[config.mk]
export PLATFORM = sky130hd
export DESIGN_NAME = superalu_share_sched_flat
export DESIGN_NICKNAME = d
export VERILOG_FILES = /design/src/rtl/superalu_share_sched_pkg.sv /design/src/rtl/superalu_share_sched_if.sv /design/src/rtl/superalu_share_sched_rr_arbiter_onehot.sv /design/src/rtl/superalu_share_sched.sv /design/src/flat_wrapper.sv
export SDC_FILE = /design/constraint.sdc
export NUM_CORES = 1
export LEC_CHECK = 0
export BUFFER_PORTS_ARGS = -buffer_cell sky130_fd_sc_hd__buf_2
export CAP_MARGIN = 15
export CORE_MARGIN = 3
export CORE_UTILIZATION = 47
export CTS_BUF_LIST = sky130_fd_sc_hd__clkbuf_4 sky130_fd_sc_hd__clkbuf_8 sky130_fd_sc_hd__clkbuf_16
export CTS_CLUSTER_DIAMETER = 60
export DETAILED_ROUTE_END_ITERATION = 10
export MAX_ROUTING_LAYER = met4
export PLACE_DENSITY = 0.88
export SLEW_MARGIN = 10
export SYNTH_ARGS = -nofsm -noshare
export SYNTH_HDL_FRONTEND = slang
export SYNTH_SLANG_ARGS = --single-unit
[constraint.sdc]
create_clock -name CLK -period 2.13 [get_ports CLK]
set_input_delay 0.426 -clock CLK [delete_from_list [all_inputs] [get_ports CLK]]
set_output_delay 0.426 -clock CLK [all_outputs]
set_load 0.005 [all_outputs]
[src/rtl/superalu_share_sched_pkg.sv]
// Shared constants and types for the super ALU share scheduler.
// Holds the op code map, FSM state encoding and default watchdog length.
package superalu_share_sched_pkg;

  localparam logic [2:0] SUPERALU_OP_MUL    = 3'b001;
  localparam logic [2:0] SUPERALU_OP_DIV    = 3'b010;
  localparam logic [2:0] SUPERALU_OP_SQRT   = 3'b011;
  localparam logic [2:0] SUPERALU_OP_CORDIC = 3'b100;

  localparam int unsigned SUPERALU_DEF_TIMEOUT = 64;

  typedef enum logic [1:0] {
    StIdle,
    StStart,
    StWait,
    StResp
  } sched_state_e;

endpackage

[src/rtl/superalu_share_sched_if.sv]
// Requester-side and ALU-side signals of the share scheduler.
// slave is the scheduler's view; master is the requesters plus ALU.
interface superalu_share_sched_if #(
  parameter int unsigned NUM_REQ    = 2,
  parameter int unsigned DATA_WIDTH = 16,
  parameter int unsigned OP_WIDTH   = 3
);
  logic [NUM_REQ-1:0]            REQ;
  logic [NUM_REQ*OP_WIDTH-1:0]   REQ_OP;
  logic [NUM_REQ*DATA_WIDTH-1:0] REQ_A;
  logic [NUM_REQ*DATA_WIDTH-1:0] REQ_B;
  logic [NUM_REQ-1:0]            GNT;
  logic [NUM_REQ-1:0]            ACK;
  logic [DATA_WIDTH-1:0]         RES_A;
  logic [DATA_WIDTH-1:0]         RES_B;
  logic                          ERR;
  logic                          BUSY;
  logic                          ALU_START;
  logic                          ALU_ABORT;
  logic [OP_WIDTH-1:0]           ALU_OP;
  logic [DATA_WIDTH-1:0]         ALU_A;
  logic [DATA_WIDTH-1:0]         ALU_B;
  logic                          ALU_DONE;
  logic [DATA_WIDTH-1:0]         ALU_FOUT;
  logic [DATA_WIDTH-1:0]         ALU_POUT;

  modport slave (
    input  REQ, REQ_OP, REQ_A, REQ_B, ALU_DONE, ALU_FOUT, ALU_POUT,
    output GNT, ACK, RES_A, RES_B, ERR, BUSY, ALU_START, ALU_ABORT, ALU_OP, ALU_A, ALU_B
  );

  modport master (
    output REQ, REQ_OP, REQ_A, REQ_B, ALU_DONE, ALU_FOUT, ALU_POUT,
    input  GNT, ACK, RES_A, RES_B, ERR, BUSY, ALU_START, ALU_ABORT, ALU_OP, ALU_A, ALU_B
  );

endinterface

[src/rtl/superalu_share_sched_rr_arbiter_onehot.sv]
// Combinational round-robin arbiter: searches from ptr_i+1 with wraparound
// and returns a one-hot winner (all zero when nothing requests).
module superalu_share_sched_rr_arbiter_onehot #(
  parameter int unsigned NUM_REQ = 2,
  localparam int unsigned PtrW   = $clog2(NUM_REQ)
) (
  input  logic [NUM_REQ-1:0] req_i,
  input  logic [PtrW-1:0]    ptr_i,
  output logic [NUM_REQ-1:0] gnt_o
);

  logic            found;
  logic [PtrW-1:0] idx;

  always_comb begin
    gnt_o = '0;
    found = 1'b0;
    idx   = '0;
    for (int unsigned i = 1; i <= NUM_REQ; i++) begin
      idx = PtrW'((32'(ptr_i) + i) % NUM_REQ);
      if (!found && req_i[idx]) begin
        gnt_o[idx] = 1'b1;
        found      = 1'b1;
      end
    end
  end

endmodule

[src/rtl/superalu_share_sched.sv]
// Shares one iterative super ALU between NUM_REQ requesters: round-robin grant,
// start/done sequencing, watchdog abort, and result return to the granted requester.
module superalu_share_sched
  import superalu_share_sched_pkg::*;
#(
  parameter int unsigned NUM_REQ    = 2,
  parameter int unsigned DATA_WIDTH = 16,
  parameter int unsigned OP_WIDTH   = 3,
  parameter int unsigned TIMEOUT    = SUPERALU_DEF_TIMEOUT
) (
  input logic                  CLK,
  input logic                  RST_N,
  superalu_share_sched_if.slave bus
);

  localparam int unsigned PtrW = $clog2(NUM_REQ);
  localparam int unsigned TmrW = $clog2(TIMEOUT) + 1;

  sched_state_e          state_q;
  logic [NUM_REQ-1:0]    gnt_q, ack_q, win;
  logic [PtrW-1:0]       ptr_q, win_idx, gnt_idx;
  logic [TmrW-1:0]       timer_q;
  logic [DATA_WIDTH-1:0] res_a_q, res_b_q, alu_a_q, alu_b_q;
  logic [OP_WIDTH-1:0]   alu_op_q, win_op;
  logic                  err_q, alu_start_q, alu_abort_q, op_valid, still_req;

  superalu_share_sched_rr_arbiter_onehot #(
    .NUM_REQ(NUM_REQ)
  ) u_arb (
    .req_i(bus.REQ),
    .ptr_i(ptr_q),
    .gnt_o(win)
  );

  always_comb begin
    win_idx = '0;
    gnt_idx = '0;
    for (int unsigned i = 0; i < NUM_REQ; i++) begin
      if (win[i])   win_idx = PtrW'(i);
      if (gnt_q[i]) gnt_idx = PtrW'(i);
    end
  end

  assign win_op    = bus.REQ_OP[32'(win_idx)*OP_WIDTH +: OP_WIDTH];
  assign op_valid  = (win_op == OP_WIDTH'(SUPERALU_OP_MUL))  ||
                     (win_op == OP_WIDTH'(SUPERALU_OP_DIV))  ||
                     (win_op == OP_WIDTH'(SUPERALU_OP_SQRT)) ||
                     (win_op == OP_WIDTH'(SUPERALU_OP_CORDIC));
  // A requester that dropped REQ mid-transaction gets neither ACK nor new results.
  assign still_req = |(gnt_q & bus.REQ);

  always_ff @(posedge CLK or negedge RST_N) begin
    if (!RST_N) begin
      state_q     <= StIdle;
      ptr_q       <= PtrW'(NUM_REQ - 1);
      gnt_q       <= '0;
      ack_q       <= '0;
      timer_q     <= '0;
      res_a_q     <= '0;
      res_b_q     <= '0;
      err_q       <= 1'b0;
      alu_start_q <= 1'b0;
      alu_abort_q <= 1'b0;
      alu_op_q    <= '0;
      alu_a_q     <= '0;
      alu_b_q     <= '0;
    end else begin
      ack_q       <= '0;
      alu_start_q <= 1'b0;
      alu_abort_q <= 1'b0;
      unique case (state_q)
        StIdle: begin
          if (|bus.REQ) begin
            gnt_q    <= win;
            alu_op_q <= win_op;
            alu_a_q  <= bus.REQ_A[32'(win_idx)*DATA_WIDTH +: DATA_WIDTH];
            alu_b_q  <= bus.REQ_B[32'(win_idx)*DATA_WIDTH +: DATA_WIDTH];
            if (op_valid) begin
              state_q     <= StStart;
              alu_start_q <= 1'b1;
              timer_q     <= '0;
            end else begin
              state_q <= StResp;
              ack_q   <= win;
              err_q   <= 1'b1;
              res_a_q <= '0;
              res_b_q <= '0;
            end
          end
        end
        StStart: begin
          timer_q <= timer_q + 1'b1;
          state_q <= StWait;
        end
        StWait: begin
          timer_q <= timer_q + 1'b1;
          if (bus.ALU_DONE) begin
            state_q <= StResp;
            if (still_req) begin
              ack_q   <= gnt_q;
              err_q   <= 1'b0;
              res_a_q <= bus.ALU_FOUT;
              res_b_q <= bus.ALU_POUT;
            end
          end else if (timer_q == TmrW'(TIMEOUT - 1)) begin
            state_q     <= StResp;
            alu_abort_q <= 1'b1;
            if (still_req) begin
              ack_q   <= gnt_q;
              err_q   <= 1'b1;
              res_a_q <= '0;
              res_b_q <= '0;
            end
          end
        end
        StResp: begin
          ptr_q   <= gnt_idx;
          gnt_q   <= '0;
          state_q <= StIdle;
        end
        default: state_q <= StIdle;
      endcase
    end
  end

  assign bus.GNT       = gnt_q;
  assign bus.ACK       = ack_q;
  assign bus.RES_A     = res_a_q;
  assign bus.RES_B     = res_b_q;
  assign bus.ERR       = err_q;
  assign bus.BUSY      = (state_q != StIdle);
  assign bus.ALU_START = alu_start_q;
  assign bus.ALU_ABORT = alu_abort_q;
  assign bus.ALU_OP    = alu_op_q;
  assign bus.ALU_A     = alu_a_q;
  assign bus.ALU_B     = alu_b_q;

endmodule

[src/flat_wrapper.sv]
// flat-port wrapper written by rule: the top's interface ports become plain ports
module superalu_share_sched_flat import superalu_share_sched_pkg::*;
#(
  parameter int unsigned NUM_REQ    = 2,
  parameter int unsigned DATA_WIDTH = 16,
  parameter int unsigned OP_WIDTH   = 3,
  parameter int unsigned TIMEOUT    = SUPERALU_DEF_TIMEOUT
)
  (CLK, RST_N, bus_REQ, bus_REQ_OP, bus_REQ_A, bus_REQ_B, bus_ALU_DONE, bus_ALU_FOUT, bus_ALU_POUT, bus_GNT, bus_ACK, bus_RES_A, bus_RES_B, bus_ERR, bus_BUSY, bus_ALU_START, bus_ALU_ABORT, bus_ALU_OP, bus_ALU_A, bus_ALU_B);
  superalu_share_sched_if #(.NUM_REQ(NUM_REQ), .DATA_WIDTH(DATA_WIDTH), .OP_WIDTH(OP_WIDTH)) bus_i ();
  input logic CLK;
  input logic RST_N;
  input wire logic [$bits(bus_i.REQ)-1:0] bus_REQ;
  input wire logic [$bits(bus_i.REQ_OP)-1:0] bus_REQ_OP;
  input wire logic [$bits(bus_i.REQ_A)-1:0] bus_REQ_A;
  input wire logic [$bits(bus_i.REQ_B)-1:0] bus_REQ_B;
  input wire logic [$bits(bus_i.ALU_DONE)-1:0] bus_ALU_DONE;
  input wire logic [$bits(bus_i.ALU_FOUT)-1:0] bus_ALU_FOUT;
  input wire logic [$bits(bus_i.ALU_POUT)-1:0] bus_ALU_POUT;
  output wire logic [$bits(bus_i.GNT)-1:0] bus_GNT;
  output wire logic [$bits(bus_i.ACK)-1:0] bus_ACK;
  output wire logic [$bits(bus_i.RES_A)-1:0] bus_RES_A;
  output wire logic [$bits(bus_i.RES_B)-1:0] bus_RES_B;
  output wire logic [$bits(bus_i.ERR)-1:0] bus_ERR;
  output wire logic [$bits(bus_i.BUSY)-1:0] bus_BUSY;
  output wire logic [$bits(bus_i.ALU_START)-1:0] bus_ALU_START;
  output wire logic [$bits(bus_i.ALU_ABORT)-1:0] bus_ALU_ABORT;
  output wire logic [$bits(bus_i.ALU_OP)-1:0] bus_ALU_OP;
  output wire logic [$bits(bus_i.ALU_A)-1:0] bus_ALU_A;
  output wire logic [$bits(bus_i.ALU_B)-1:0] bus_ALU_B;
  assign bus_i.REQ = bus_REQ;
  assign bus_i.REQ_OP = bus_REQ_OP;
  assign bus_i.REQ_A = bus_REQ_A;
  assign bus_i.REQ_B = bus_REQ_B;
  assign bus_i.ALU_DONE = bus_ALU_DONE;
  assign bus_i.ALU_FOUT = bus_ALU_FOUT;
  assign bus_i.ALU_POUT = bus_ALU_POUT;
  assign bus_GNT = bus_i.GNT;
  assign bus_ACK = bus_i.ACK;
  assign bus_RES_A = bus_i.RES_A;
  assign bus_RES_B = bus_i.RES_B;
  assign bus_ERR = bus_i.ERR;
  assign bus_BUSY = bus_i.BUSY;
  assign bus_ALU_START = bus_i.ALU_START;
  assign bus_ALU_ABORT = bus_i.ALU_ABORT;
  assign bus_ALU_OP = bus_i.ALU_OP;
  assign bus_ALU_A = bus_i.ALU_A;
  assign bus_ALU_B = bus_i.ALU_B;
  superalu_share_sched #(.NUM_REQ(NUM_REQ), .DATA_WIDTH(DATA_WIDTH), .OP_WIDTH(OP_WIDTH), .TIMEOUT(TIMEOUT)) u_core (.CLK(CLK), .RST_N(RST_N), .bus(bus_i));
endmodule
==> metrics.md <==
| Metric | Value |
|---|---|
| Worst slew pin tran | 0.454 ns |
| Wire per inst | 15.5 um |
| HP Class | in2async |
| Adder-cell share of the synthesized area | 1.29% |
| Clk pin slew, worst setup/hold paths | 0.09 ns |
| Cell Rows | 32 |
| Residual DRC count | 0 |
| CTS tree | built |
| Buffers on Ports | 181 |
| Yosys top cell area share | 53.6% |
| Clock skew | 0.0118 ns |
| DRT Wirelength | 10.5 mm |
| FF+latch count, synth | 84 |
| Largest family of logic cells by synthesized area | compound AO/OA/AOI/OAI gates |
| Antenna violations before repair | 0 |
| RSZ-0062 raised after global routing | false |
| Post-CTS Resized | 0 |
| Max Root-Sink Buffers | 2 |
| Status | completed |
| GRT Overall Usage | 22.5% |
| Worst-Skew Late Latency | 0.35 ns |
| Avg Inst Size Synth | 9.71 um2 |
| Area contributors post-synth | dfrtp_1 (54%), o21ai_0 (9.8%), mux2i_1 (9.3%) |
| Yosys cell types | 39 |
| Largest net degree at the start of global routing | 63 |
| CP required | 2.38 ns |
| Vias in the first global route | 3588 |
| Critical path class | reg2reg |
| Post-synthesis compound-gate area fraction | 19.5% |
| First-pass GRT wire length | 16.9 mm |
| Post-synthesis xor/xnor area fraction | 0% |
| Final period util | 93.7% |
| Cts bufs inserted | 9 |
| P_leak | 2.67 nW |
| Power Density | 1260 nW/um2 |
| Antenna cells | 0 |
| Setup crit end kind | flip-flop |
| H-Tree Depth | 3 |
| Core ar. | 7850 um2 |
| # Post-CTS Setup Buffers | 0 |
| Total Neg Setup Slack | 0 ns |
| DR vias | 3613 |
| FMAX | 0.501 GHz |
| CP startpoint kind | flip-flop |
| Initial Util | 49.3% |
| Slew headroom | 69.7% |
| Syn Inst Count | 399 |
| Sinks on the clock net | 84 |
| CTS root buffer | clkbuf_8 |
| Worst Slack Setup Final | 0.134 ns |
| Share of layout cells above drive strength 1 | 36.5% |
| Final setup fails | 0 |
| Most frequent cells in the layout | buf_2 (180), dfrtp_1 (83), nand2_1 (79) |
| Post-synthesis sequential area ratio | 54.3% |
| GP Congestion | 0.918 |
| 1st-pass router iterations | 5 |
| DIE WIDTH | 96.8 um |
| Crit-path max FO | 33 |
| Syn Std Cell Area | 3870 um2 |
| Tmin final | 2.00 ns |
| Vias/cell | 5.31 |
| Post-CTS Hold Fix Bufs | 0 |
| Final Hold Fails | 0 |
| Mapped Nets | 510 |
| Crit path arrival time | 2.25 ns |
| Nets@finish | 684 |
| Synth area leader | dfrtp_1 |
| Antenna-violating nets left | 0 |
| Synth Area in Simple Gates | 11.1% |
| Pins over their slew limit | 0 |
| Post-detail-place hpwl | 7.72 mm |
| Max Cap Viol | 0 |
| GRT Residual Overflow | 0 |
| Synth warn | 0 |
| Peak supply drop | 0.669 mV |
| Leading cell type in the layout, fill and taps excluded | buf_2 |
| Area delta synth->final | 32.1% |
| Die Height | 96.8 um |
| Mux contribution to synthesized area | 9.60% |
| Worst slack at placement | 0.0605 ns |
| Ports | 182 |
| Drt initial violations | 231 |
| Die area | 9360 um2 |
[layout make-up]
| class | instances | area [um2] |
|---|---|---|
| multi-input combinational | 280 | 1620 |
| clock buffer | 11 | 145 |
| sequential | 84 | 2100 |
| fill | 640 | 2730 |
| inverter | 8 | 30.0 |
| clock inverter | 5 | 83.8 |
| tap | 102 | 128 |
| timing repair buffer | 190 | 1000 |
[state kept, by name, summed over array words and instances (netlist names)]
register / count
u_core.bus.RES_A: 16
u_core.state_q: 2
u_core.bus.ERR: 1
u_core.bus.ALU_ABORT: 1
u_core.timer_q: 7
u_core.bus.ALU_OP: 3
u_core.bus.ACK: 2
u_core.bus.RES_B: 16
u_core.ptr_q: 1
u_core.bus.ALU_START: 1
u_core.bus.ALU_B: 16
u_core.bus.GNT: 2
u_core.bus.ALU_A: 16
[cell families after synthesis]
family          after synthesis
buf+inv                      35
compound gates              134
fa+ha+maj                     4
simple gates                105
flops                        84
mux                          37
[metal layers]
metal	wire length, um	vias to the layer above	GRT usage (%)
met5	0	-	-
met4	265	0	10.6
met3	510	27	3.53
met2	5560	132	38.3
met1	4190	1723	26.1
li1	-	1731	-
[final timing paths]
path	startpoint	end	slack [ns]	depth (start not counted)
min in group CLK	bus_ALU_POUT[1]	u_core.bus.RES_B[1]$_DFFE_PN0P_	0.29	3
min reg2reg	u_core.bus.ALU_A[11]$_DFFE_PN0P_	u_core.bus.ALU_A[11]$_DFFE_PN0P_	0.48	2
max reg2reg	u_core.timer_q[0]$_DFFE_PN0P_	u_core.bus.ERR$_DFFE_PN0P_	0.13	6
max in group asynchronous	RST_N	u_core.bus.RES_A[8]$_DFFE_PN0P_	1.48	2
min	RST_N	u_core.bus.ALU_B[5]$_DFFE_PN0P_	0.02	1
max	u_core.timer_q[0]$_DFFE_PN0P_	u_core.bus.ERR$_DFFE_PN0P_	0.13	6
[critical path: stages (launching register included)]
cell     delay (ns)
dfrtp_1        0.42
ha_1           0.23
nand3_1        0.14
o31a_1         0.32
o22a_1         0.18
or2_4          0.39
a21o_1         0.22
[power by group]
| group | leakage (nW) | switching [W] | internal, W |
|---|---|---|---|
| sequential | 1.09 | 0.000338 | 0.00220 |
| combinational | 1.47 | 0.00154 | 0.00108 |
| clock | 0.110 | 0.000580 | 0.000710 |
[cells in the mapped netlist]
| library cell | number |
|---|---|
| a21bo_1 | 1 |
| a21boi_1 | 1 |
| a21boi_2 | 1 |
| a21o_1 | 1 |
| a21oi_1 | 5 |
| a221o_1 | 1 |
| a221oi_1 | 1 |
| a22o_1 | 3 |
| a32o_1 | 1 |
| and2_1 | 2 |
| and3_1 | 1 |
| buf_2 | 6 |
| buf_4 | 1 |
| buf_6 | 3 |
| clkbuf_1 | 17 |
| dfrtp_1 | 83 |
| dfstp_2 | 1 |
| ha_1 | 4 |
| inv_1 | 8 |
| mux2_2 | 1 |
| mux2i_1 | 36 |
| nand2_1 | 79 |
| nand2b_1 | 1 |
| nand3_1 | 3 |
| nor2_1 | 9 |
| nor3_1 | 6 |
| nor3b_1 | 1 |
| o21a_1 | 1 |
| o21ai_0 | 76 |
| o21ai_1 | 31 |
| o21bai_1 | 1 |
| o22a_1 | 2 |
| o2bb2ai_1 | 2 |
| o311a_1 | 1 |
| o31a_1 | 1 |
| o31ai_1 | 2 |
| o32ai_1 | 2 |
| or2_4 | 1 |
| or3_1 | 2 |
[through the flow]
| step | area (um2) | power (W) | util, % | cells | hold WS (ns) |
|---|---|---|---|---|---|
| finish | 5110 | 0.00645 | 65.2 | 680 | 0.0151 |
| global placement | 4880 | 0.00503 | 62.2 | 664 | 0.400 |
| detailed placement | 4880 | 0.00519 | 62.2 | 664 | 0.405 |
| global route | 5110 | 0.00691 | 65.2 | 680 | 0.0377 |
| CTS | 5110 | 0.00649 | 65.2 | 680 | 0.0215 |
| floorplan | 3870 | 0.00406 | - | 399 | 0.130 |
Power figures use the tool's default switching activity.
